$ cat config.mk
export PLATFORM = sky130hd
export DESIGN_NAME = alu_issue_ctrl
export DESIGN_NICKNAME = d
export VERILOG_FILES = /design/src/rtl/opcode_pkg.sv /design/src/rtl/alu_op_class.sv /design/src/rtl/alu_issue_ctrl.sv
export SDC_FILE = /design/constraint.sdc
export NUM_CORES = 1
export LEC_CHECK = 0
export CORE_AREA = 2 2 118 120
export DETAILED_ROUTE_END_ITERATION = 16
export DIE_AREA = 0 0 120 122
export GPL_TIMING_DRIVEN = 0
export PLACE_DENSITY = 0.87
export SLEW_MARGIN = 20
export SYNTH_ARGS = -nofsm -noshare
export SYNTH_HDL_FRONTEND = slang
export SYNTH_SLANG_ARGS = --single-unit
$ cat constraint.sdc
create_clock -name clk -period 2 [get_ports clk]
set_clock_uncertainty 0.2 [all_clocks]
set_input_delay 0.2 -clock clk [delete_from_list [all_inputs] [get_ports clk]]
set_output_delay 0.2 -clock clk [all_outputs]
set_load 0.01 [all_outputs]
$ cat src/rtl/opcode_pkg.sv
// Shared opcode encoding plus the issue controller's state type and defaults.
package opcode_pkg;

  // 4-bit ALU opcode as produced by the decoder and consumed by the ALU.
  typedef enum logic [3:0] {
    OP_NOP   = 4'h0,
    OP_ADD   = 4'h1,
    OP_SUB   = 4'h2,
    OP_AND   = 4'h3,
    OP_OR    = 4'h4,
    OP_XOR   = 4'h5,
    OP_SLL   = 4'h6,
    OP_SRL   = 4'h7,
    OP_SRA   = 4'h8,
    OP_SLT   = 4'h9,
    OP_SLTU  = 4'hA,
    OP_MUL   = 4'hB,
    OP_MULH  = 4'hC,
    OP_PASSB = 4'hD,
    OP_RES1  = 4'hE,
    OP_RES2  = 4'hF
  } opcode_t;

  // Issue/writeback controller states.
  typedef enum logic [1:0] {
    IDLE = 2'd0,
    READ = 2'd1,
    EXEC = 2'd2,
    WB   = 2'd3
  } alu_ctrl_state_t;

  localparam int ALU_CTRL_TIMEOUT_DEF = 8;

endpackage

$ cat src/rtl/alu_op_class.sv
// Classifies an opcode into the three ways the issue controller treats it.
module alu_op_class
  import opcode_pkg::*;
(
  input  opcode_t op,
  output logic    is_nop,
  output logic    is_reserved,
  output logic    is_exec
);

  // Exactly one class is active for every encoding.
  always_comb begin
    is_nop      = (op == OP_NOP);
    is_reserved = (op == OP_RES1) || (op == OP_RES2);
    is_exec     = !is_nop && !is_reserved;
  end

endmodule

$ cat src/rtl/alu_issue_ctrl.sv
// Issues one decoded instruction at a time to the combinational ALU:
// read sources, execute (bounded wait on alu_done), write back, retire.
module alu_issue_ctrl
  import opcode_pkg::*;
#(
  parameter int REG_AW  = 4,
  parameter int TIMEOUT = ALU_CTRL_TIMEOUT_DEF
) (
  input  logic              clk,
  input  logic              rst,
  input  logic              instr_valid,
  output logic              instr_ready,
  input  opcode_t           instr_op,
  input  logic [REG_AW-1:0] instr_rd,
  input  logic [REG_AW-1:0] instr_rs1,
  input  logic [REG_AW-1:0] instr_rs2,
  output logic [REG_AW-1:0] rf_raddr_a,
  output logic [REG_AW-1:0] rf_raddr_b,
  input  logic [31:0]       rf_rdata_a,
  input  logic [31:0]       rf_rdata_b,
  output opcode_t           alu_op,
  output logic [31:0]       alu_a,
  output logic [31:0]       alu_b,
  input  logic [31:0]       alu_result,
  input  logic              alu_done,
  output logic              rf_we,
  output logic [REG_AW-1:0] rf_waddr,
  output logic [31:0]       rf_wdata,
  output logic              busy,
  output logic              err_illegal,
  output logic              err_timeout,
  output logic [15:0]       retire_cnt
);

  localparam logic [7:0] TIMEOUT_LAST = 8'(TIMEOUT - 1);

  alu_ctrl_state_t   state, state_nxt;
  opcode_t           op_q;
  logic [REG_AW-1:0] rd_q, rs1_q, rs2_q;
  logic [31:0]       opa_q, opb_q, res_q;
  logic [7:0]        tcnt_q;
  logic              ready_q;
  logic              err_illegal_q, err_timeout_q;
  logic [15:0]       retire_q;

  logic is_nop, is_reserved, is_exec;
  logic fire, timeout_hit;

  alu_op_class u_op_class (
    .op          (instr_op),
    .is_nop      (is_nop),
    .is_reserved (is_reserved),
    .is_exec     (is_exec)
  );

  assign fire        = instr_valid && instr_ready;
  assign timeout_hit = (state == EXEC) && !alu_done && (tcnt_q == TIMEOUT_LAST);

  // Next-state logic for the READ -> EXEC -> WB sequence.
  always_comb begin
    // NOTE: every always_comb output gets a default first so no path can
    // leave it unassigned and infer a latch.
    state_nxt = state;
    case (state)
      IDLE:    if (fire && is_exec) state_nxt = READ;
      READ:    state_nxt = EXEC;
      EXEC: begin
        if (alu_done)         state_nxt = WB;
        else if (timeout_hit) state_nxt = IDLE;
      end
      WB:      state_nxt = IDLE;
      default: state_nxt = IDLE;
    endcase
  end

  // State register.
  always_ff @(posedge clk) begin
    // NOTE: sequential state uses non-blocking assignments so every flop
    // samples pre-edge values regardless of block ordering.
    if (rst) state <= IDLE;
    else     state <= state_nxt;
  end

  // Instruction latch, operand/result registers, counters and status pulses.
  always_ff @(posedge clk) begin
    if (rst) begin
      ready_q       <= 1'b0;
      op_q          <= OP_NOP;
      rd_q          <= '0;
      rs1_q         <= '0;
      rs2_q         <= '0;
      opa_q         <= '0;
      opb_q         <= '0;
      res_q         <= '0;
      tcnt_q        <= '0;
      err_illegal_q <= 1'b0;
      err_timeout_q <= 1'b0;
      retire_q      <= '0;
    end else begin
      // Ready is registered so it is low while rst is applied and rises
      // together with the return to IDLE.
      ready_q       <= (state_nxt == IDLE);
      err_illegal_q <= fire && is_reserved;
      err_timeout_q <= timeout_hit;

      if (fire) begin
        op_q  <= instr_op;
        rd_q  <= instr_rd;
        rs1_q <= instr_rs1;
        rs2_q <= instr_rs2;
      end

      if (state == READ) begin
        opa_q  <= rf_rdata_a;
        opb_q  <= rf_rdata_b;
        tcnt_q <= '0;
      end

      if (state == EXEC) begin
        if (alu_done) res_q  <= alu_result;
        else          tcnt_q <= tcnt_q + 8'd1;
      end

      if ((fire && is_nop) || (state == WB))
        retire_q <= retire_q + 16'd1;
    end
  end

  // Read addresses and operands are held from their registers in every
  // state; only the op is gated so the ALU idles at NOP outside EXEC.
  assign instr_ready = ready_q && !rst;
  assign rf_raddr_a  = rs1_q;
  assign rf_raddr_b  = rs2_q;
  assign alu_op      = (state == EXEC) ? op_q : OP_NOP;
  assign alu_a       = opa_q;
  assign alu_b       = opb_q;
  assign rf_we       = (state == WB) && !rst;
  assign rf_waddr    = rd_q;
  assign rf_wdata    = res_q;
  assign busy        = (state != IDLE);
  assign err_illegal = err_illegal_q;
  assign err_timeout = err_timeout_q;
  assign retire_cnt  = retire_q;

endmodule

* Word-level counts from Yosys, hierarchy flattened
Cells that the tools add are included.
** Operators by class
- Reductions and logical operators :: 20
- Equal/unequal tests :: 6
- $add $sub $neg :: 2
- Muxes and demuxes :: 8
** Operator list (number)
- $mux 8 :: 3
- $add 16x1->16 const B :: 1
- $logic_and 1x1->1 :: 9
- $add 8x1->8 const B :: 1
- $eq 4x4->1 const B :: 2
- $eq 8x3->1 const B :: 1
- $pmux 2 s4 :: 1
- $mux 2 :: 3
- $eq 2x2->1 const B :: 2
- $logic_not 1->1 :: 4
- $logic_not 2->1 :: 2
- $logic_not 4->1 :: 1
- $mux 4 :: 1
- $eq 2x1->1 const B :: 1
- $logic_or 1x1->1 :: 2
- $reduce_and 2->1 :: 1
- $reduce_bool 2->1 :: 1
** Word-level totals
- Flip-flop bits (word level) :: 141
- Logic and storage cells :: 49
- Bits of input ports :: 116
- Output and inout port bits :: 133

* Logic depth before layout (Yosys ltp)
- Depth after elaboration :: 8
- Mapped depth :: 7
- Mapped depth without buffers :: 5

* Modules after synthesis
From an unflattened synthesis, not the netlist that was laid out.
** Unflattened totals
- Cell total of the unflattened synthesis :: 667
- Area, all modules :: 5393.9 µm²
** By module, submodules not included
- alu_issue_ctrl :: area each 5361.4 µm², cells each 664, seq. area each 2822.7 µm², instances 1
- alu_op_class :: area each 32.5 µm², cells each 3, seq. area each 0.0 µm², instances 1

* Least setup slack after synthesis
OpenSTA, ideal clock, no wires.
- Kind :: register to register
- From :: register retire_q[0] (netlist: retire_cnt[0])
- To :: register retire_q[12] (netlist: retire_cnt[12])
- Clock period less this slack :: 1.830 ns
- Buffers on the path :: 0
- Library setup time :: 0.070 ns
- Required time :: 1.730 ns
- Setup slack :: 0.170 ns
- Stages on the path, launching flop included :: 6
- Arrival time :: 1.559 ns
- Cells stage by stage :: dfxtp_1 -> ha_1 -> and3_1 -> a41oi_2 -> or4_1 -> a21oi_1
** Between the ends
- Cells in the longest elaborated chain, start to end :: 1
** RTL lines
- start, declared :: line alu_issue_ctrl.sv:44 : logic [15:0] retire_q;
- start signal, assigned :: line alu_issue_ctrl.sv:125 : retire_q <= retire_q + 16'd1;
- $add 16x1->16 :: line alu_issue_ctrl.sv:125
Every way passes these cells.
A chain may end at the register's enable or synchronous reset.

* Worst setup path after layout
- From :: input port rst
- To :: output port rf_we
** Between the ends
- Cells in the longest elaborated chain, start to end :: 2
** RTL lines
- start, declared :: line alu_issue_ctrl.sv:10 : input logic rst,
- $logic_not 1->1 :: line alu_issue_ctrl.sv:137 : assign rf_we = (state == WB) && !rst;
- $logic_and 1x1->1 :: line alu_issue_ctrl.sv:137
- end, declared :: line alu_issue_ctrl.sv:26 : output logic rf_we,
Every way passes these cells.

==> results.tsv <==
stage	metric	value	unit
final_layout	area_delta_synth_final	65.40	%
global_routing	grtUsageMet1	26.62	%
worst_setup_path	critical_path.max_fanout	10	
worst_setup_path	crit_start	rst	
global_routing	grt_pass1_wl	25.95	mm
pwr	total_power	6879	uW
final_layout	stdcell_area	0.008690	mm2
worst_setup_path	ff2ff_path_depth	5	
synthesis	ys_warn_count	0	
worst_setup_path	critPathKind	in2out	
clocking	clock_path_buffers	2	
worst_setup_path	max_stage_delay	520	ps
final_layout	final_cell_mix	clkdlybuf4s50_1, nand2_1, dfxtp_1	
synthesis	synth-seq-cells	141	
detailed_routing	drtPass1Iterations	5	
synthesis	syn_area	0.005254	mm2
worst_setup_path	r2r_start	state[1]$_SDFF_PP0_	
job	maxCapViolCount	0	
synthesis	ys_seq_area_share	53.73	%
detailed_routing	wire_per_inst	14.87	um
timing	hold_violations	0	
floorplan	die_x	120	um
worst_setup_path	crit_end	rf_we	
clocking	cts_tree	done	
final_layout	final_common_cell	clkdlybuf4s50_1	
clocking	cts_made_buffers	17	
synthesis	synth_cell_types	38	
timing	setup_viol	0	
pwr	cellLeakagePower	0.003073	uW
run_status	status	complete, no violations	
global_routing	grt_pass1_vias	5264	
worst_setup_path	arrival	1540	ps
placement	pre_cts_slack	-696.8	ps
floorplan	initial_core_util	38.90	%
pwr	p_per_area	791.6	mW/mm2
floorplan	core.rowCount	43	
placement	place_area	0.007961	mm2
worst_setup_path	r2r_slack	60	ps
detailed_routing	vias_per_cell	4.886	
floorplan	fp.dieArea	0.01464	mm2
global_routing	use_met3	6.507	%
floorplan	boundaryPins	249	
placement	port_buffers	248	
timing	period_share	96.82	%
global_routing	grt_max_degree	17	
synthesis	avgSynthCellArea	8.095	um2
floorplan	core	0.01350	mm2
global_routing	grt_use_met2	37.96	%
final_layout	drive_above_1_share	7.197	%
worst_setup_path	r2r_end	tcnt_q[7]$_SDFF_PP0_	
min_path	hp-class	in2reg	
clocking	cts-root-buf	clkbuf_16	
timing	period_needed	1936	ps
detailed_routing	antenna_left	0	
synthesis	synthCells	649	
global_routing	grt_usage	22.41	%
worst_setup_path	critPathCaptureType	output port	
worst_setup_path	cp.required	1600	ps
final_layout	n_fill_cell	1103	
global_routing	gr-max-usage-layer	met2	
timing	final_max_slew_viol_count	0	
global_routing	gr-total-overflow	0	
detailed_routing	vias	5428	
min_path	min_from	instr_rs2[3]	
detailed_routing	drtIter0Drc	305	
detailed_routing	drc_errors	0	
clocking	cts_max_level	4	
clocking	insertion_delay	420	ps
timing	tightest_slew	557.1	ps
pwr	max-vdd-ir-drop	0.0005439	V
final_layout	final_nets	1036	
clocking	clkSinkCount	141	
timing	max_freq	516.4	MHz
worst_setup_path	crit_slowest_cell	clkdlybuf4s50_1	
final_layout	n_antenna_cell	0	
placement	place_congestion	0.8451	
detailed_routing	wl	16.52	mm
placement	hpwlAfterDp	12.10	mm
timing	finalWorstSetupSlack	63.60	ps
global_routing	grt_antenna_before_repair	0	
worst_setup_path	path_cells	clkdlybuf4s50_1 > clkbuf_4 > buf_4 > nor2_1 > dlygate4sd2_1	
timing	relSlewSlack	62.86	%
synthesis	synth_nets	767	
clocking	cts_hold_buf	0	
worst_setup_path	critPathLaunchType	input pin	
floorplan	fp.dieH	122	um
clocking	clkTransAtPathRegs	50	ps
==> logic make-up after synthesis <==
family	share of synthesized area [%]
xor gates and xnor gates	1.167
and+or+nand+nor	27.72
muxes	0.1905
DFF	53.73
adders and majority gates	0.4762
buffers and inverters	3.310
AOI/OAI and AO/OA	13.41
==> what timing repair did <==
action | in CTS | in global routing
pin swaps | 0 | 1
gates resized for setup | 25 | 20
setup buffers | 2 | 2
setup endpoints to repair | 72 | 100
==> stage by stage <==
step	instances	utilization [%]	setup TNS (ps)	hold WS, ps
global route	1111	64.35	-17.36	112.0
CTS	1110	63.96	0	105.1
floorplan	649	-	0	98.95
detailed placement	1077	58.95	-41850	245.3
finish	1111	64.35	0	120.7
global placement	1077	58.95	-39960	241.3
==> layer usage <==
layer / vias to the layer above / wire length, um
met5: - / 0
met4: 0 / 380
met3: 28 / 1039
met2: 185 / 8250
met1: 2510 / 6849
li1: 2705 / -
==> worst max-delay path, delay by kind of cell <==
kind | cells | cell delay, ps
buffers and inverters | 4 | 1270
AND/OR/NAND/NOR | 1 | 60
==> how the worst min path moves through the flow <==
stage	slack, ps	depth (start not counted)	to
final	120	3	rf_raddr_b[3]$_SDFFE_PP0P_
after global routing	110	3	rf_waddr[3]$_SDFFE_PP0P_
after CTS	110	3	rf_raddr_b[3]$_SDFFE_PP0P_
after detailed placement	250	2	alu_a[15]$_SDFFE_PP0P_
after global placement	240	2	rf_wdata[18]$_SDFFE_PP0P_
after floorplan	100	2	op_q[0]$_SDFFE_PP0P_
==> where the power goes <==
group | leakage [uW] | switching [uW] | internal, uW
clock | 0.000302 | 1180 | 2140
sequential | 0.00114 | 37.8 | 2880
combinational | 0.00163 | 264 | 377
total | 0.00307 | 1480 | 5400
==> sequential cells by signal, summed over array words and instances (netlist names), 4 cells and up <==
name and count:
alu_a 32, alu_b 32, op_q 4, retire_cnt 16, rf_raddr_a 4, rf_raddr_b 4, rf_waddr 4, rf_wdata 32
tcnt_q 8
==> Yosys cell counts <==
cell type,count,area (um2)
a211oi_1,1,7.510
ha_1,2,25.02
xor2_1,5,43.79
buf_1,3,11.26
o311ai_0,1,8.760
or3_1,10,62.56
and2b_1,1,7.510
o31ai_1,5,37.54
o211ai_1,1,7.510
clkbuf_1,32,120.1
or2_4,1,8.760
dfxtp_1,141,2823
xnor2_1,2,17.52
a41oi_2,1,16.27
buf_4,1,7.510
nor4_4,1,21.27
and2_1,6,37.54
nor2_1,9,33.78
nand3_1,10,50.05
nand2_1,236,885.9
nand3b_1,17,127.6
buf_2,7,35.03
or4_1,7,52.55
and3b_1,1,8.760
nand4_1,4,25.02
nor2b_1,4,25.02
o41ai_1,1,8.760
or3b_4,1,11.26
nor3_1,2,10.01
mux2i_1,1,10.01
nor3b_1,1,7.510
and3_1,3,18.77
nand2b_1,2,12.51
and4_1,5,43.79
a21boi_1,1,7.510
o21ai_0,9,45.04
or2_2,1,6.260
a21oi_1,113,565.5
==> final cells by class <==
class,instances,area [um2],area share [%]
buffer,41,197.7,2.275
clock buffer,20,456.7,5.256
clock inverter,12,167.7,1.929
multi-input combinational,465,2306,26.54
sequential,141,2826,32.53
tap,180,225.2,2.592
timing repair buffer,252,2510,28.88
No activity file was read; power rests on OpenSTA's default activity.
==> patch 1 (config.mk and constraints unchanged) <==
Change the parameter `REG_AW` from 4 to 5.
--- a/src/rtl/alu_issue_ctrl.sv
+++ b/src/rtl/alu_issue_ctrl.sv
@@ -5,3 +5,3 @@
 #(
-  parameter int REG_AW  = 4,
+  parameter int REG_AW  = 5,
   parameter int TIMEOUT = ALU_CTRL_TIMEOUT_DEF
Interface: changed (6 resized); port bits go from 249 to 255. The function was not compared with the original's and may differ.
==> patch 1 against the original RTL <==
Count of clock-buffer cells in the layout up 3; power down 1.5%; synthesized cell count up 3.9%; sequential power up 4%; area after synthesis up 3.6%; cell area up 1.5%; routed wire length up 6.8%; setup slack worse by 16 ps; cell count up 2.4%; largest cell class unchanged; sequential share of layout area up 0.19 points; hold slack about the same; largest power group is now sequential cells; sequential cell count up 3; first-iteration DRC count down 3.0%.
==> patch 1: results (changes against the original RTL) <==
run_status:
  outcome: "finished, final reports clean"
worst_setup_path:
  regToRegStartpoint: "retire_cnt[1]"
  r2r_end: "retire_cnt[10]"
route:
  first_pass_iters: 4  # -1
  wl_met3_mm: 1.56  # +50%
  wl_met1_mm: 6.85  # about the same
  drt_wl_total_mm: 17.6  # +6.8%
  drtIter0Drc: 296  # -3.0%
  wl_met2_mm: 8.84  # +7.1%
  via_count: 5738  # +5.7%
  vias_per_cell: 5.04  # +3.2%
yosys:
  ys_top_cells_by_area: "dfxtp_1, nand2_1, a21oi_1"
  ys_seq_area_share_pct: 53.0  # -0.75 points
  synth_xor_area_share_pct: 0.805  # -0.36 points
  syn_nets: 795  # +3.7%
  synthMuxAreaShare_pct: 0.782  # +0.59 points
  ys_types: 40  # +5.3%
  syn_area_per_cell_um2: 8.07  # -0.27%
  synthAdderAreaFrac_pct: 0.460  # -0.016 points
global_routing:
  use_met2_pct: 41.2  # +3.3 points
  first_global_vias: 5492  # +4.3%
  grtUsageTotal_pct: 23.6  # +1.2 points
  grtUsageMet1_pct: 25.4  # -1.2 points
  use_met3_pct: 9.36  # +2.9 points
cells_and_area:
  drive_gt1_share_pct: 6.58  # -0.62 points
  nets: 1073  # +3.6%
hold_path:
  holdPathEnd: "rf_raddr_b[2]"
  holdCritPathClass: "in2reg"
  hold_path_startpoint: "instr_rs2[2]"
power_and_ir_drop:
  switching_share_pct: 22.8  # +1.3 points
  power_leakage_nw: 3.16  # +2.8%
placed_design:
  place_area_mm2: 0.00821  # +3.1%
  io_buffers: 254  # +2.4%
  dp_hpwl_mm: 12.8  # +5.9%
  place.gp.congestion: 0.841  # -0.54%
sta:
  holdWs_ps: 120  # -0.430 ps
  finalCritPeriodShare_pct: 97.6  # +0.78 points
clock_tree:
  root_buffer: "clkbuf_16"
patch 1: cell types whose count changed after synthesis, moves of 3 or more:
cell      delta
o21ai_0      -8
dfxtp_1      +3
buf_2        +7
nor4_1       +4
nor2b_1      +3
nand3_1      -3
xor2_1       -3
o21ai_1      +7
nand2_1      +7
nor3_1       +3
nor2_1       +4
nand3b_1     +3
patch 1: power by group through the flow:
stage / sequential, mW / clock, mW / combinational (mW)
floorplan: 3.14 / 0 / 0.276
global placement: 3.09 / 0 / 0.855
detailed placement: 3.10 / 0 / 0.864
CTS: 3.04 / 2.89 / 0.886
global route: 3.05 / 3.03 / 0.959
finish: 3.04 / 2.85 / 0.887
patch 1: cell type report:
class	instances	area (um2)	area share [%]
Inverter	2	7.51	0.0851
Buffer	45	218	2.47
Clock inverter	2	35.0	0.397
Multi-Input combinational cell	482	2390	27.1
Tap cell	180	225	2.55
Timing Repair Buffer	260	2580	29.3
Clock buffer	23	478	5.42
Sequential cell	144	2890	32.7
patch 1: cells by family (layout without fill, tap and decap cells):
group / count (synthesis) / in the layout
adder cells (fa/ha/maj): 2 / 2
multiplexers: 4 / 4
AND/OR/NAND/NOR: 338 / 338
buffers and inverters: 48 / 332
XOR/XNOR: 5 / 5
flip-flops: 144 / 144
AO/OA/AOI/OAI: 133 / 133
patch 1: what timing repair did:
| item | in CTS | in global routing |
|---|---|---|
| resized for setup | 22 | 19 |
| endpoints found under the setup margin | 92 | 79 |
| buffers inserted | 4 | 1 |
| hold buffers | 0 | 1 |
| endpoints found under the hold margin | 0 | 1 |
| pin swaps | 1 | 1 |
patch 1: tightest hold or removal path, cell delays in order:
cell and delay [ps]:
clkdlybuf4s50_1 400, nand2_1 50, nand2_1 40
==> patch 2 (config.mk and constraints unchanged) <==
Made on the original files. Put one more register stage on the output `retire_cnt`, without a reset. The value now appears one clock later. The other outputs are not delayed to match.
--- a/src/rtl/alu_issue_ctrl.sv
+++ b/src/rtl/alu_issue_ctrl.sv
@@ -142,3 +142,5 @@
   assign err_timeout = err_timeout_q;
-  assign retire_cnt  = retire_q;
+  always_ff @(posedge clk) begin
+    retire_cnt <= retire_q;
+  end
 
Behaviour: not the same (a bounded check fails within 4 cycles, from zero or initial values and one cycle with rst high).
==> patch 2 against the original RTL <==
Critical path depth is the same; sequential cell count grew 16; critical path type is now in2reg; first-iteration DRC count shrank 30%; setup slack gained 13 ps; power grew 9.1%; area after synthesis grew 7.5%; routed wire length shrank 1.6%; largest power group unchanged; cell area grew 4.0%; largest cell class unchanged.
==> patch 2: results (changes against the original RTL) <==
sta:
  holdWs_ps: 109  # -12.1 ps
  max_slew_margin_pct: 53.3  # -9.5 points
route:
  wl_met1_mm: 6.81  # -0.64%
  wl_met3_mm: 1.05  # +1.4%
  first_pass_iters: 4  # -1
  wl_met2_mm: 7.80  # -5.5%
  via_count: 5625  # +3.6%
  vias_per_cell: 4.96  # +1.5%
run_status:
  outcome: "finished, final reports clean"
placed_design:
  dp_hpwl_mm: 11.6  # -4.2%
  pre_cts_ws_ps: -324  # +373 ps
  place.gp.congestion: 0.764  # -9.6%
global_routing:
  first_global_vias: 5360  # +1.8%
  grtUsageTotal_pct: 22.0  # -0.43 points
  use_met2_pct: 36.4  # -1.6 points
  grtUsageMet1_pct: 25.1  # -1.5 points
  use_met3_pct: 7.26  # +0.75 points
yosys:
  syn_nets: 793  # +3.4%
  ys_types: 41  # +7.9%
  ys_seq_area_share_pct: 55.7  # +1.9 points
  syn_area_per_cell_um2: 8.37  # +3.3%
power_and_ir_drop:
  power_leakage_nw: 3.24  # +5.3%
  p_switching_mw: 1.73  # +17%
worst_setup_path:
  ff2ff_setup_slack_ps: 100  # +40 ps
  regToRegStartpoint: "retire_q[0]"
  r2r_end: "retire_q[8]"
  worst-path-max-fanout: 9  # -1
  slowest_stage: "or4_1"
cells_and_area:
  drive_gt1_share_pct: 6.50  # -0.70 points
  nets: 1059  # +2.2%
  final.fill_count: 1069  # -3.1%
hold_path:
  hold_path_startpoint: "instr_rs1[3]"
  holdPathEnd: "rf_raddr_a[3]"
  hold_depth: 3  # unchanged
clock_tree:
  cts_buffers: 17  # unchanged
==> patch 2: cell families after synthesis <==
group	Yosys count	share of synthesized area [%]
flops	157	55.7
xor+xnor	5	0.776
compound gates	131	12.7
fa+ha+maj	2	0.443
buf+inv	47	3.46
mux	5	0.953
simple gates	328	26.0
==> patch 2: worst max path at each step <==
stage,startpoint,endpoint,slack (ps)
2_1_floorplan,retire_q[0],retire_q[12],240
3_3_place_gp,instr_op[3],retire_q[15],-330
3_5_place_dp,instr_valid,retire_q[1],-320
4_1_cts,ready_q,instr_ready,10
5_1_grt,instr_op[3],retire_q[10],2
6_report,instr_op[3],retire_q[8],80
==> patch 2: critical path: cells and delay by family <==
| family | cells | cell delay, ps |
|---|---|---|
| simple gates | 2 | 970 |
| buf+inv | 1 | 480 |
| compound gates | 2 | 430 |
==> patch 2: area by class of cell <==
class | instances | area, um2 | share of cell area [%]
sequential | 157 | 3150 | 34.8
timing repair buffer | 249 | 2490 | 27.6
multi-input combinational | 471 | 2350 | 26.0
clock buffer | 20 | 467 | 5.17
tap | 180 | 225 | 2.49
buffer | 42 | 185 | 2.05
clock inverter | 12 | 159 | 1.76
inverter | 3 | 11.3 | 0.125
==> patch 2: power by group through the flow <==
stage / Sequential [mW] / Combinational (mW) / Clock, mW
finish: 3.29 / 0.834 / 3.38
global route: 3.30 / 0.906 / 3.56
CTS: 3.29 / 0.834 / 3.43
detailed placement: 3.36 / 0.820 / 0
global placement: 3.35 / 0.812 / 0
floorplan: 3.39 / 0.271 / 0
==> patch 2: repair_timing <==
| item | CTS | global route |
|---|---|---|
| hold buffers | 1 | 0 |
| pin swaps | 0 | 0 |
| endpoints found under the hold margin | 1 | 0 |
| setup endpoints to repair | 54 | 14 |
| buffers inserted | 1 | 0 |
| gates resized for setup | 15 | 12 |
